==> src/rtl/hazard_pkg.sv <==
// Shared encodings for the pipeline hazard controller: writeback sources,
// forward selects, multiplier-tracker state and the register-match helper.
package hazard_pkg;

    localparam logic [2:0] WB_ALU = 3'd0;
    localparam logic [2:0] WB_MEM = 3'd1;
    localparam logic [2:0] WB_PC8 = 3'd2;
    localparam logic [2:0] WB_HI  = 3'd3;
    localparam logic [2:0] WB_LO  = 3'd4;

    localparam logic [1:0] FWD_RF = 2'b00;
    localparam logic [1:0] FWD_W  = 2'b01;
    localparam logic [1:0] FWD_M  = 2'b10;

    typedef enum logic {
        MultIdle,
        MultBusy
    } multStateT;

    // $zero is hardwired, so a write to it never creates a dependency.
    function automatic logic regHit(logic [4:0] dst, logic [4:0] src);
        return (dst != 5'd0) && (dst == src);
    endfunction

endpackage

==> src/rtl/hazard_ctrl_if.sv <==
// Datapath <-> hazard controller bundle: per-stage observations in,
// stall/flush/forward controls and multiplier status out.
interface hazard_ctrl_if;

    logic [1:0] branchD;
    logic [4:0] RsD;
    logic [4:0] RtD;
    logic [4:0] RsE;
    logic [4:0] RtE;
    logic [4:0] WriteRegE;
    logic       RegWriteE;
    logic [2:0] WBSrcE;
    logic       MultStartE;
    logic       MultDoneE;
    logic [4:0] WriteRegM;
    logic       RegWriteM;
    logic [2:0] WBSrcM;
    logic [4:0] WriteRegW;
    logic       RegWriteW;

    logic       stallF;
    logic       stallD;
    logic       flushE;
    logic       forwardAD;
    logic       forwardBD;
    logic [1:0] forwardAE;
    logic [1:0] forwardBE;
    logic       mult_busy;
    logic       mult_fault;

    modport master (
        output branchD, RsD, RtD, RsE, RtE, WriteRegE, RegWriteE, WBSrcE,
               MultStartE, MultDoneE, WriteRegM, RegWriteM, WBSrcM,
               WriteRegW, RegWriteW,
        input  stallF, stallD, flushE, forwardAD, forwardBD, forwardAE,
               forwardBE, mult_busy, mult_fault
    );

    modport slave (
        input  branchD, RsD, RtD, RsE, RtE, WriteRegE, RegWriteE, WBSrcE,
               MultStartE, MultDoneE, WriteRegM, RegWriteM, WBSrcM,
               WriteRegW, RegWriteW,
        output stallF, stallD, flushE, forwardAD, forwardBD, forwardAE,
               forwardBE, mult_busy, mult_fault
    );

endinterface

==> src/rtl/mult_tracker.sv <==
// Multiplier occupancy tracker: IDLE/BUSY FSM with a watchdog that abandons
// a multiply after MULT_TIMEOUT busy cycles and raises a sticky fault.
module mult_tracker
    import hazard_pkg::*;
#(
    parameter int unsigned MULT_TIMEOUT = 64,
    parameter int unsigned CNT_W        = 7
) (
    input  logic clk,
    input  logic rst,
    input  logic multStart,
    input  logic multDone,
    output logic busy,
    output logic fault
);

    localparam logic [CNT_W-1:0] LastCnt = CNT_W'(MULT_TIMEOUT - 1);

    multStateT        stateQ, stateD;
    logic [CNT_W-1:0] cntQ, cntD;
    logic             faultQ, faultD;

    always_ff @(posedge clk or posedge rst) begin
        if (rst) begin
            stateQ <= MultIdle;
            cntQ   <= '0;
            faultQ <= 1'b0;
        end else begin
            stateQ <= stateD;
            cntQ   <= cntD;
            faultQ <= faultD;
        end
    end

    always_comb begin
        stateD = stateQ;
        cntD   = cntQ;
        faultD = faultQ;
        unique case (stateQ)
            MultIdle: begin
                if (multStart) begin
                    stateD = MultBusy;
                    cntD   = '0;
                end
            end
            MultBusy: begin
                // A done arriving on the last allowed cycle still counts as success.
                if (multDone) begin
                    stateD = MultIdle;
                end else if (cntQ == LastCnt) begin
                    stateD = MultIdle;
                    faultD = 1'b1;
                end else begin
                    cntD = cntQ + CNT_W'(1);
                end
            end
            default: stateD = MultIdle;
        endcase
    end

    assign busy  = (stateQ == MultBusy);
    assign fault = faultQ;

endmodule

==> src/rtl/hazard_ctrl.sv <==
// Pipeline hazard controller: forwarding selects, load-use/branch/multiplier
// stalls. Optional per-term stall counters when HAZARD_PERF_EN is defined.
module hazard_ctrl
    import hazard_pkg::*;
#(
    parameter int unsigned MULT_TIMEOUT = 64,
    parameter int unsigned CNT_W        = 7
) (
    input  logic         clk,
    input  logic         rst,
    hazard_ctrl_if.slave hz
`ifdef HAZARD_PERF_EN
    ,
    output logic [31:0]  lw_stall_cnt,
    output logic [31:0]  br_stall_cnt,
    output logic [31:0]  mult_stall_cnt
`endif
);

    logic       multBusy;
    logic       multFault;
    logic       lwStall;
    logic       brStall;
    logic       mStall;
    logic       anyStall;
    logic       srcHitE;
    logic       srcHitM;
    logic [1:0] fwdA;
    logic [1:0] fwdB;

    mult_tracker #(
        .MULT_TIMEOUT(MULT_TIMEOUT),
        .CNT_W       (CNT_W)
    ) u_mult_tracker (
        .clk      (clk),
        .rst      (rst),
        .multStart(hz.MultStartE),
        .multDone (hz.MultDoneE),
        .busy     (multBusy),
        .fault    (multFault)
    );

    // M has the newer value, so it takes priority over W.
    always_comb begin
        fwdA = FWD_RF;
        if (hz.RegWriteM && regHit(hz.WriteRegM, hz.RsE)) begin
            fwdA = FWD_M;
        end else if (hz.RegWriteW && regHit(hz.WriteRegW, hz.RsE)) begin
            fwdA = FWD_W;
        end
    end

    always_comb begin
        fwdB = FWD_RF;
        if (hz.RegWriteM && regHit(hz.WriteRegM, hz.RtE)) begin
            fwdB = FWD_M;
        end else if (hz.RegWriteW && regHit(hz.WriteRegW, hz.RtE)) begin
            fwdB = FWD_W;
        end
    end

    assign srcHitE = regHit(hz.WriteRegE, hz.RsD) || regHit(hz.WriteRegE, hz.RtD);
    assign srcHitM = regHit(hz.WriteRegM, hz.RsD) || regHit(hz.WriteRegM, hz.RtD);

    // Branches resolve in D, so an ALU result still in E or a load in M is too late.
    assign lwStall  = (hz.WBSrcE == WB_MEM) && srcHitE;
    assign brStall  = (hz.branchD != 2'b00) &&
                      ((hz.RegWriteE && srcHitE) || ((hz.WBSrcM == WB_MEM) && srcHitM));
    assign mStall   = multBusy && !hz.MultDoneE;
    assign anyStall = !rst && (lwStall || brStall || mStall);

    assign hz.stallF     = anyStall;
    assign hz.stallD     = anyStall;
    assign hz.flushE     = anyStall;
    assign hz.forwardAD  = !rst && hz.RegWriteM && regHit(hz.WriteRegM, hz.RsD);
    assign hz.forwardBD  = !rst && hz.RegWriteM && regHit(hz.WriteRegM, hz.RtD);
    assign hz.forwardAE  = rst ? FWD_RF : fwdA;
    assign hz.forwardBE  = rst ? FWD_RF : fwdB;
    assign hz.mult_busy  = multBusy;
    assign hz.mult_fault = multFault;

`ifdef HAZARD_PERF_EN
    logic [31:0] lwCntQ, brCntQ, mCntQ;

    always_ff @(posedge clk or posedge rst) begin
        if (rst) begin
            lwCntQ <= '0;
            brCntQ <= '0;
            mCntQ  <= '0;
        end else begin
            if (lwStall && (lwCntQ != '1)) lwCntQ <= lwCntQ + 32'd1;
            if (brStall && (brCntQ != '1)) brCntQ <= brCntQ + 32'd1;
            if (mStall && (mCntQ != '1))   mCntQ  <= mCntQ + 32'd1;
        end
    end

    assign lw_stall_cnt   = lwCntQ;
    assign br_stall_cnt   = brCntQ;
    assign mult_stall_cnt = mCntQ;
`endif

endmodule

==> src/flat_wrapper.sv <==
// flat-port wrapper written by rule: the top's interface ports become plain ports
module hazard_ctrl_flat import hazard_pkg::*;
#(
    parameter int unsigned MULT_TIMEOUT = 64,
    parameter int unsigned CNT_W        = 7
)
  (clk, rst, hz_branchD, hz_RsD, hz_RtD, hz_RsE, hz_RtE, hz_WriteRegE, hz_RegWriteE, hz_WBSrcE, hz_MultStartE, hz_MultDoneE, hz_WriteRegM, hz_RegWriteM, hz_WBSrcM, hz_WriteRegW, hz_RegWriteW, hz_stallF, hz_stallD, hz_flushE, hz_forwardAD, hz_forwardBD, hz_forwardAE, hz_forwardBE, hz_mult_busy, hz_mult_fault);
  hazard_ctrl_if hz_i ();
  input  logic clk;
  input  logic rst;
  input wire logic [$bits(hz_i.branchD)-1:0] hz_branchD;
  input wire logic [$bits(hz_i.RsD)-1:0] hz_RsD;
  input wire logic [$bits(hz_i.RtD)-1:0] hz_RtD;
  input wire logic [$bits(hz_i.RsE)-1:0] hz_RsE;
  input wire logic [$bits(hz_i.RtE)-1:0] hz_RtE;
  input wire logic [$bits(hz_i.WriteRegE)-1:0] hz_WriteRegE;
  input wire logic [$bits(hz_i.RegWriteE)-1:0] hz_RegWriteE;
  input wire logic [$bits(hz_i.WBSrcE)-1:0] hz_WBSrcE;
  input wire logic [$bits(hz_i.MultStartE)-1:0] hz_MultStartE;
  input wire logic [$bits(hz_i.MultDoneE)-1:0] hz_MultDoneE;
  input wire logic [$bits(hz_i.WriteRegM)-1:0] hz_WriteRegM;
  input wire logic [$bits(hz_i.RegWriteM)-1:0] hz_RegWriteM;
  input wire logic [$bits(hz_i.WBSrcM)-1:0] hz_WBSrcM;
  input wire logic [$bits(hz_i.WriteRegW)-1:0] hz_WriteRegW;
  input wire logic [$bits(hz_i.RegWriteW)-1:0] hz_RegWriteW;
  output wire logic [$bits(hz_i.stallF)-1:0] hz_stallF;
  output wire logic [$bits(hz_i.stallD)-1:0] hz_stallD;
  output wire logic [$bits(hz_i.flushE)-1:0] hz_flushE;
  output wire logic [$bits(hz_i.forwardAD)-1:0] hz_forwardAD;
  output wire logic [$bits(hz_i.forwardBD)-1:0] hz_forwardBD;
  output wire logic [$bits(hz_i.forwardAE)-1:0] hz_forwardAE;
  output wire logic [$bits(hz_i.forwardBE)-1:0] hz_forwardBE;
  output wire logic [$bits(hz_i.mult_busy)-1:0] hz_mult_busy;
  output wire logic [$bits(hz_i.mult_fault)-1:0] hz_mult_fault;
  assign hz_i.branchD = hz_branchD;
  assign hz_i.RsD = hz_RsD;
  assign hz_i.RtD = hz_RtD;
  assign hz_i.RsE = hz_RsE;
  assign hz_i.RtE = hz_RtE;
  assign hz_i.WriteRegE = hz_WriteRegE;
  assign hz_i.RegWriteE = hz_RegWriteE;
  assign hz_i.WBSrcE = hz_WBSrcE;
  assign hz_i.MultStartE = hz_MultStartE;
  assign hz_i.MultDoneE = hz_MultDoneE;
  assign hz_i.WriteRegM = hz_WriteRegM;
  assign hz_i.RegWriteM = hz_RegWriteM;
  assign hz_i.WBSrcM = hz_WBSrcM;
  assign hz_i.WriteRegW = hz_WriteRegW;
  assign hz_i.RegWriteW = hz_RegWriteW;
  assign hz_stallF = hz_i.stallF;
  assign hz_stallD = hz_i.stallD;
  assign hz_flushE = hz_i.flushE;
  assign hz_forwardAD = hz_i.forwardAD;
  assign hz_forwardBD = hz_i.forwardBD;
  assign hz_forwardAE = hz_i.forwardAE;
  assign hz_forwardBE = hz_i.forwardBE;
  assign hz_mult_busy = hz_i.mult_busy;
  assign hz_mult_fault = hz_i.mult_fault;
  hazard_ctrl #(.MULT_TIMEOUT(MULT_TIMEOUT), .CNT_W(CNT_W)) u_core (.clk(clk), .rst(rst), .hz(hz_i));
endmodule
==> config.mk <==
export PLATFORM = sky130hd
export DESIGN_NAME = hazard_ctrl_flat
export DESIGN_NICKNAME = d
export VERILOG_FILES = /design/src/rtl/hazard_pkg.sv /design/src/rtl/hazard_ctrl_if.sv /design/src/rtl/mult_tracker.sv /design/src/rtl/hazard_ctrl.sv /design/src/flat_wrapper.sv
export SDC_FILE = /design/constraint.sdc
export NUM_CORES = 1
export LEC_CHECK = 0
export ABC_AREA = 0
export CAP_MARGIN = 20
export CORE_UTILIZATION = 38
export CTS_CLUSTER_SIZE = 25
export DETAILED_ROUTE_END_ITERATION = 7
export PLACE_DENSITY = 0.85
export SLEW_MARGIN = 15
export SYNTH_ARGS = -nofsm -noshare
export SYNTH_HDL_FRONTEND = slang
export SYNTH_SLANG_ARGS = --single-unit
==> constraint.sdc <==
create_clock -name clk -period 2.11 [get_ports clk]
set_input_delay 0.211 -clock clk [delete_from_list [all_inputs] [get_ports clk]]
set_output_delay 0.211 -clock clk [all_outputs]
set_load 0.01 [all_outputs]
======== After elaboration in Yosys (flattened, before gate mapping) ========
Index checks and enable logic that the tools add are counted.
W data, S select, Z words.
storage, ports and cells
  register bits ........................... 9
  word-level logic and storage cells ...... 68
  bits of input ports ..................... 50
  output and inout port bits .............. 11
operators by class
  bitwise gates (word level) .............. 2
  equality and inequality tests ........... 14
  reduce and logical (&&, ||, !) cells .... 34
  $add $sub $neg .......................... 1
  mux-type cells .......................... 14
operator list
  kind                   count
  $eq A5 B5 Y1           8
  $logic_and A1 B1 Y1    21
  $mux W7                3
  $reduce_bool A5 Y1     3
  $pmux W7 S2            1
  $mux W2                4
  $add A7 B1 Y7 const B  1
  $eq A7 B6 Y1 const B   1
  $eq A3 B1 Y1 const B   2
  $ne A2 B2 Y1 const B   3
  $reduce_and A3 Y1      2
  $logic_or A1 B1 Y1     5
  $mux W1                5
  $logic_not A1 Y1       2
  $not A1 Y1             2
  $pmux W1 S2            1
  $reduce_bool A2 Y1     1

======== Longest topological paths before layout ========
  word-level depth ........................ 9
  gate-level depth with buffers ........... 7

======== Modules after synthesis ========
A second synthesis with hierarchy kept.
second synthesis, totals
  cells, all modules ...................... 133
  area, all modules ....................... 1124.8 um^2
by module, submodules not included
  module        times used  cells each  area each (um^2)  seq. area each (um^2)
  hazard_ctrl   1           89          624.3             0.0
  mult_tracker  1           44          500.5             225.2

======== Least setup slack after synthesis ========
OpenSTA, ideal clock, no wires.
  path kind ............................... input port to output port
  start point ............................. input port rst
  end point ............................... output port hz_forwardAE[0]
  data required time ...................... 1.899 ns
  path slack .............................. 0.529 ns
  cell stages on the path ................. 4
  arrival time ............................ 1.370 ns
  cells stage by stage .................... inv_1 -> o211ai_1 -> or4_1 -> nor4_2
on the way
  longest elaborated chain between the ends .. 1
ends and longest elaborated chain
  what             RTL line            RTL
  start, declared  flat_wrapper.sv:10  input logic rst;
  $mux W2          hazard_ctrl.sv:77   assign hz.forwardAE = rst ? FWD_RF : fwdA;
  end, declared    flat_wrapper.sv:31  output wire logic [$bits(hz_i.forwardAE)-1:0] hz_forwardAE;
No other way between the ends.

======== Final worst setup path ========
  start point ............................. input port hz_WriteRegW[4]
  end point ............................... output port hz_forwardAE[0]
on the way
  longest elaborated chain between the ends .. 6
  elaborated cells between the ends (all ways) .. 7
ends and longest elaborated chain
  what                                                       RTL line            RTL
  start, declared                                            flat_wrapper.sv:24  input wire logic [$bits(hz_i.WriteRegW)-1:0] hz_WriteRegW;
  $eq A5 B5 Y1 / $reduce_bool A5 Y1 (equally long branches)  hazard_pkg.sv:22    return (dst != 5'd0) && (dst == src);
  $logic_and A1 B1 Y1 (*)                                    hazard_pkg.sv:22
  $logic_and A1 B1 Y1 (*)                                    hazard_ctrl.sv:48   end else if (hz.RegWriteW && regHit(hz.WriteRegW, hz.RsE)) begin
  $mux W1 (*)                                                hazard_ctrl.sv:48
  $mux W2 (*)                                                hazard_ctrl.sv:46   if (hz.RegWriteM && regHit(hz.WriteRegM, hz.RsE)) begin
  $mux W2 (*)                                                hazard_ctrl.sv:77
Every way passes the cells marked *; elsewhere a longest branch is shown, timed or not.

==> flow_summary_export.csv <==
group,metric,value,unit
global_route,antenna_found_initial,0,
synthesis,synthAdderAreaFrac,0.0120,
place,gp_congestion,0.841,
route,dr.pass1.iters,4,
global_route,globalRoute.totalOverflow,0,
route,wl_met3,162,um
die,core,2520,um2
clocking,post-cts-setup-buffers,0,
timing,hold_ws,309,ps
global_route,grt_max_degree,11,
timing,rsz0062_at_grt,"false",
place,io_buffers,60,
route,drt_first_iter_violations,29,
synthesis,synth_top_cell_area_share,0.217,
die,die_area,2950,um2
route,ant_nets,0,
clocking,cts_htree_levels,1,
global_route,grt_usage,0.230,
timing,layout_setup_ws,37.8,ps
global_route,grt_pass1_wl,4890,um
synthesis,synth_xor_area_frac,0.371,
die,die_w,54.3,um
place,dp_slack,-330,ps
setup_path,r2r_cells,6,
run_status,status,"finished clean",
setup_path,r2r_slack,450,ps
finish,drive_gt1_frac,0.217,
timing,finalCritPeriodShare,0.982,
synthesis,synth_seq_area_share,0.217,
synthesis,synthTopCellsByArea,"dfrtp_1 22%, xnor2_1 19%, xor2_1 19%",
finish,area_growth,80.8,%
timing,max_slew.worst_pin.slew,377,ps
global_route,first_global_vias,1206,
synthesis,synth_compound_area_frac,0.0831,
clocking,cts_buffers,3,
route,drc_errors,0,
setup_path,cp.required,1900,ps
setup_path,cp.arrival,1860,ps
route,highest_layer,"met4",
setup_path,cp-start-kind,"primary input",
setup_path,cp_max_fo,3,
synthesis,synth_cells,123,
synthesis,post_synth_instance_area,1040,um2
timing,clock_skew,4.17,ps
power_and_ir_drop,irDropWorstVdd,0.361,mV
timing,setup_violations,0,
setup_path,rr_endpoint,"u_core.u_mult_tracker.cntQ[5]",
finish,antenna_cells,0,
clocking,clk_path_buf_depth,2,
setup_path,critical_path_class,"primary input to output port",
synthesis,synth_top_area_cell,"dfrtp_1",
synthesis,avgSynthCellArea,8.44,um2
die,ioPinCount,61,
finish,fill_cells,159,
setup_path,rr_startpoint,"u_core.u_mult_tracker.cntQ[0]",
power_and_ir_drop,power.leakage,0.825,nW
clocking,cts_tree,"done",
setup_path,cp-endpoint,"hz_forwardAE[0]",
route,wl_met2,1710,um
route,viasPerCell,5.22,
clocking,numClockSinks,9,
timing,fin_tns_setup,0,ps
clocking,clk-insertion-delay-late,270,ps
flow_run,maxCapViolCount,0,
timing,fmax,483,MHz
timing,maxSlewHeadroom,0.746,
place,dp.final_hpwl,2720,um
synthesis,ys_ff_latch,9,
route,wl_per_cell,13.8,um
die,start_util,0.412,
synthesis,synth-simple-area-share,0.275,
setup_path,end_kind,"output port",
finish,layout_common_cells,"44 x clkdlybuf4s50_1, 26 x buf_4, 22 x xor2_1, 22 x xnor2_1",
route,dr_total_vias,1237,
synthesis,synth_cell_types,33,
route,wl,3270,um
setup_path,crit_path_start,"hz_WriteRegW[4]",
finish,fin_nets,259,
timing,final_max_slew_viol_count,0,
timing,hold_viol_final,0,
synthesis,synth.area.mux_share,0,
finish,final_common_cell,"clkdlybuf4s50_1",
route,drt-met1-wl,1360,um
clocking,root_buffer,"clkbuf_4",
min_path,min_path_type,"primary input to async pin",
die,die_height,54.3,um
synthesis,yosysWarnings,0,
timing,fin_crit,2070,ps
die,rows,18,
power_and_ir_drop,power_density,356,nW/um2
clocking,clkSlewWorstSetupHoldPaths,60,ps
synthesis,syn_nets,174,
synthesis,synth_top_family_by_area,"XOR/XNOR gates",
-- cell type report --
type / instances / area, um2 / share of cell area
multi-input cells: 106 / 802 / 0.427
well taps: 30 / 37.5 / 0.0200
clock buffers: 4 / 26.3 / 0.0140
inverters: 1 / 3.75 / 0.00200
flip-flops and latches: 9 / 225 / 0.120
repair buffers: 87 / 783 / 0.417
-- where the power goes --
group	total, mW	internal [mW]	switching, mW
Combinational	0.323	0.187	0.136
Clock	0.138	0.0732	0.0646
Sequential	0.208	0.190	0.0181
Total	0.668	0.450	0.218
-- metrics by stage --
stage / instance area, um2 / utilization / cells / total power [mW]
2_1_floorplan: 1040 / - / 123 / 0.345
3_3_place_gp: 1840 / 0.729 / 233 / 0.518
3_5_place_dp: 1840 / 0.729 / 233 / 0.531
4_1_cts: 1870 / 0.741 / 237 / 0.667
5_1_grt: 1880 / 0.745 / 237 / 0.706
6_report: 1880 / 0.745 / 237 / 0.668
-- logic make-up after synthesis --
group,count (synthesis)
and+or+nand+nor,50
xor gates and xnor gates,44
AOI/OAI and AO/OA,11
DFF,9
buffers and inverters,8
adders and majority gates,1
-- sequential cells by signal (all words and copies together) (netlist names) --
| name | cells |
|---|---|
| u_core.u_mult_tracker.cntQ | 7 |
| u_core.u_mult_tracker.fault | 1 |
| u_core.u_mult_tracker.busy | 1 |
-- Yosys cell counts, drive strengths merged --
master	count
o211ai	2
a31oi	1
buf	7
xnor2	22
xor2	22
nor3	7
o21ai	1
ha	1
nand3	7
nor3b	2
and3b	1
o2111ai	1
nor2b	2
inv	1
nor2	6
nor4b	1
nand2b	2
and4	1
nor4	4
o221ai	1
or4	4
nand2	9
dfrtp	9
or2	1
a22o	1
and3	1
nand4	2
a31o	1
a21o	1
a41oi	1
a21oi	1
-- metal layers --
metal / vias up / GRT usage
met4: 0 / 0.0812
li1: 596 / -
met1: 574 / 0.272
met2: 62 / 0.433
met3: 5 / 0.0111
met5: - / 0
-- worst max-delay path: stages --
cell and delay [ps]:
clkdlybuf4s50_1 470, xor2_1 190, or4_4 530, nor4_4 280, buf_2 180
-- worst min-delay path by stage --
stage	start	endpoint	slack [ps]	cells past startpoint
2_1_floorplan	rst	u_core.u_mult_tracker.busy	60	1
3_3_place_gp	u_core.u_mult_tracker.fault	u_core.u_mult_tracker.fault	450	1
6_report	rst	u_core.u_mult_tracker.busy	310	3
4_1_cts	rst	u_core.u_mult_tracker.cntQ[4]	290	3
3_5_place_dp	u_core.u_mult_tracker.fault	u_core.u_mult_tracker.fault	460	1
5_1_grt	rst	u_core.u_mult_tracker.cntQ[0]	360	3
-- repair_timing --
item                       in CTS  in global routing
resized for setup              20                 14
hold buffers                    0                  0
pin swaps                       0                  4
setup endpoints to repair       9                  5
Power figures use the tool's default switching activity.
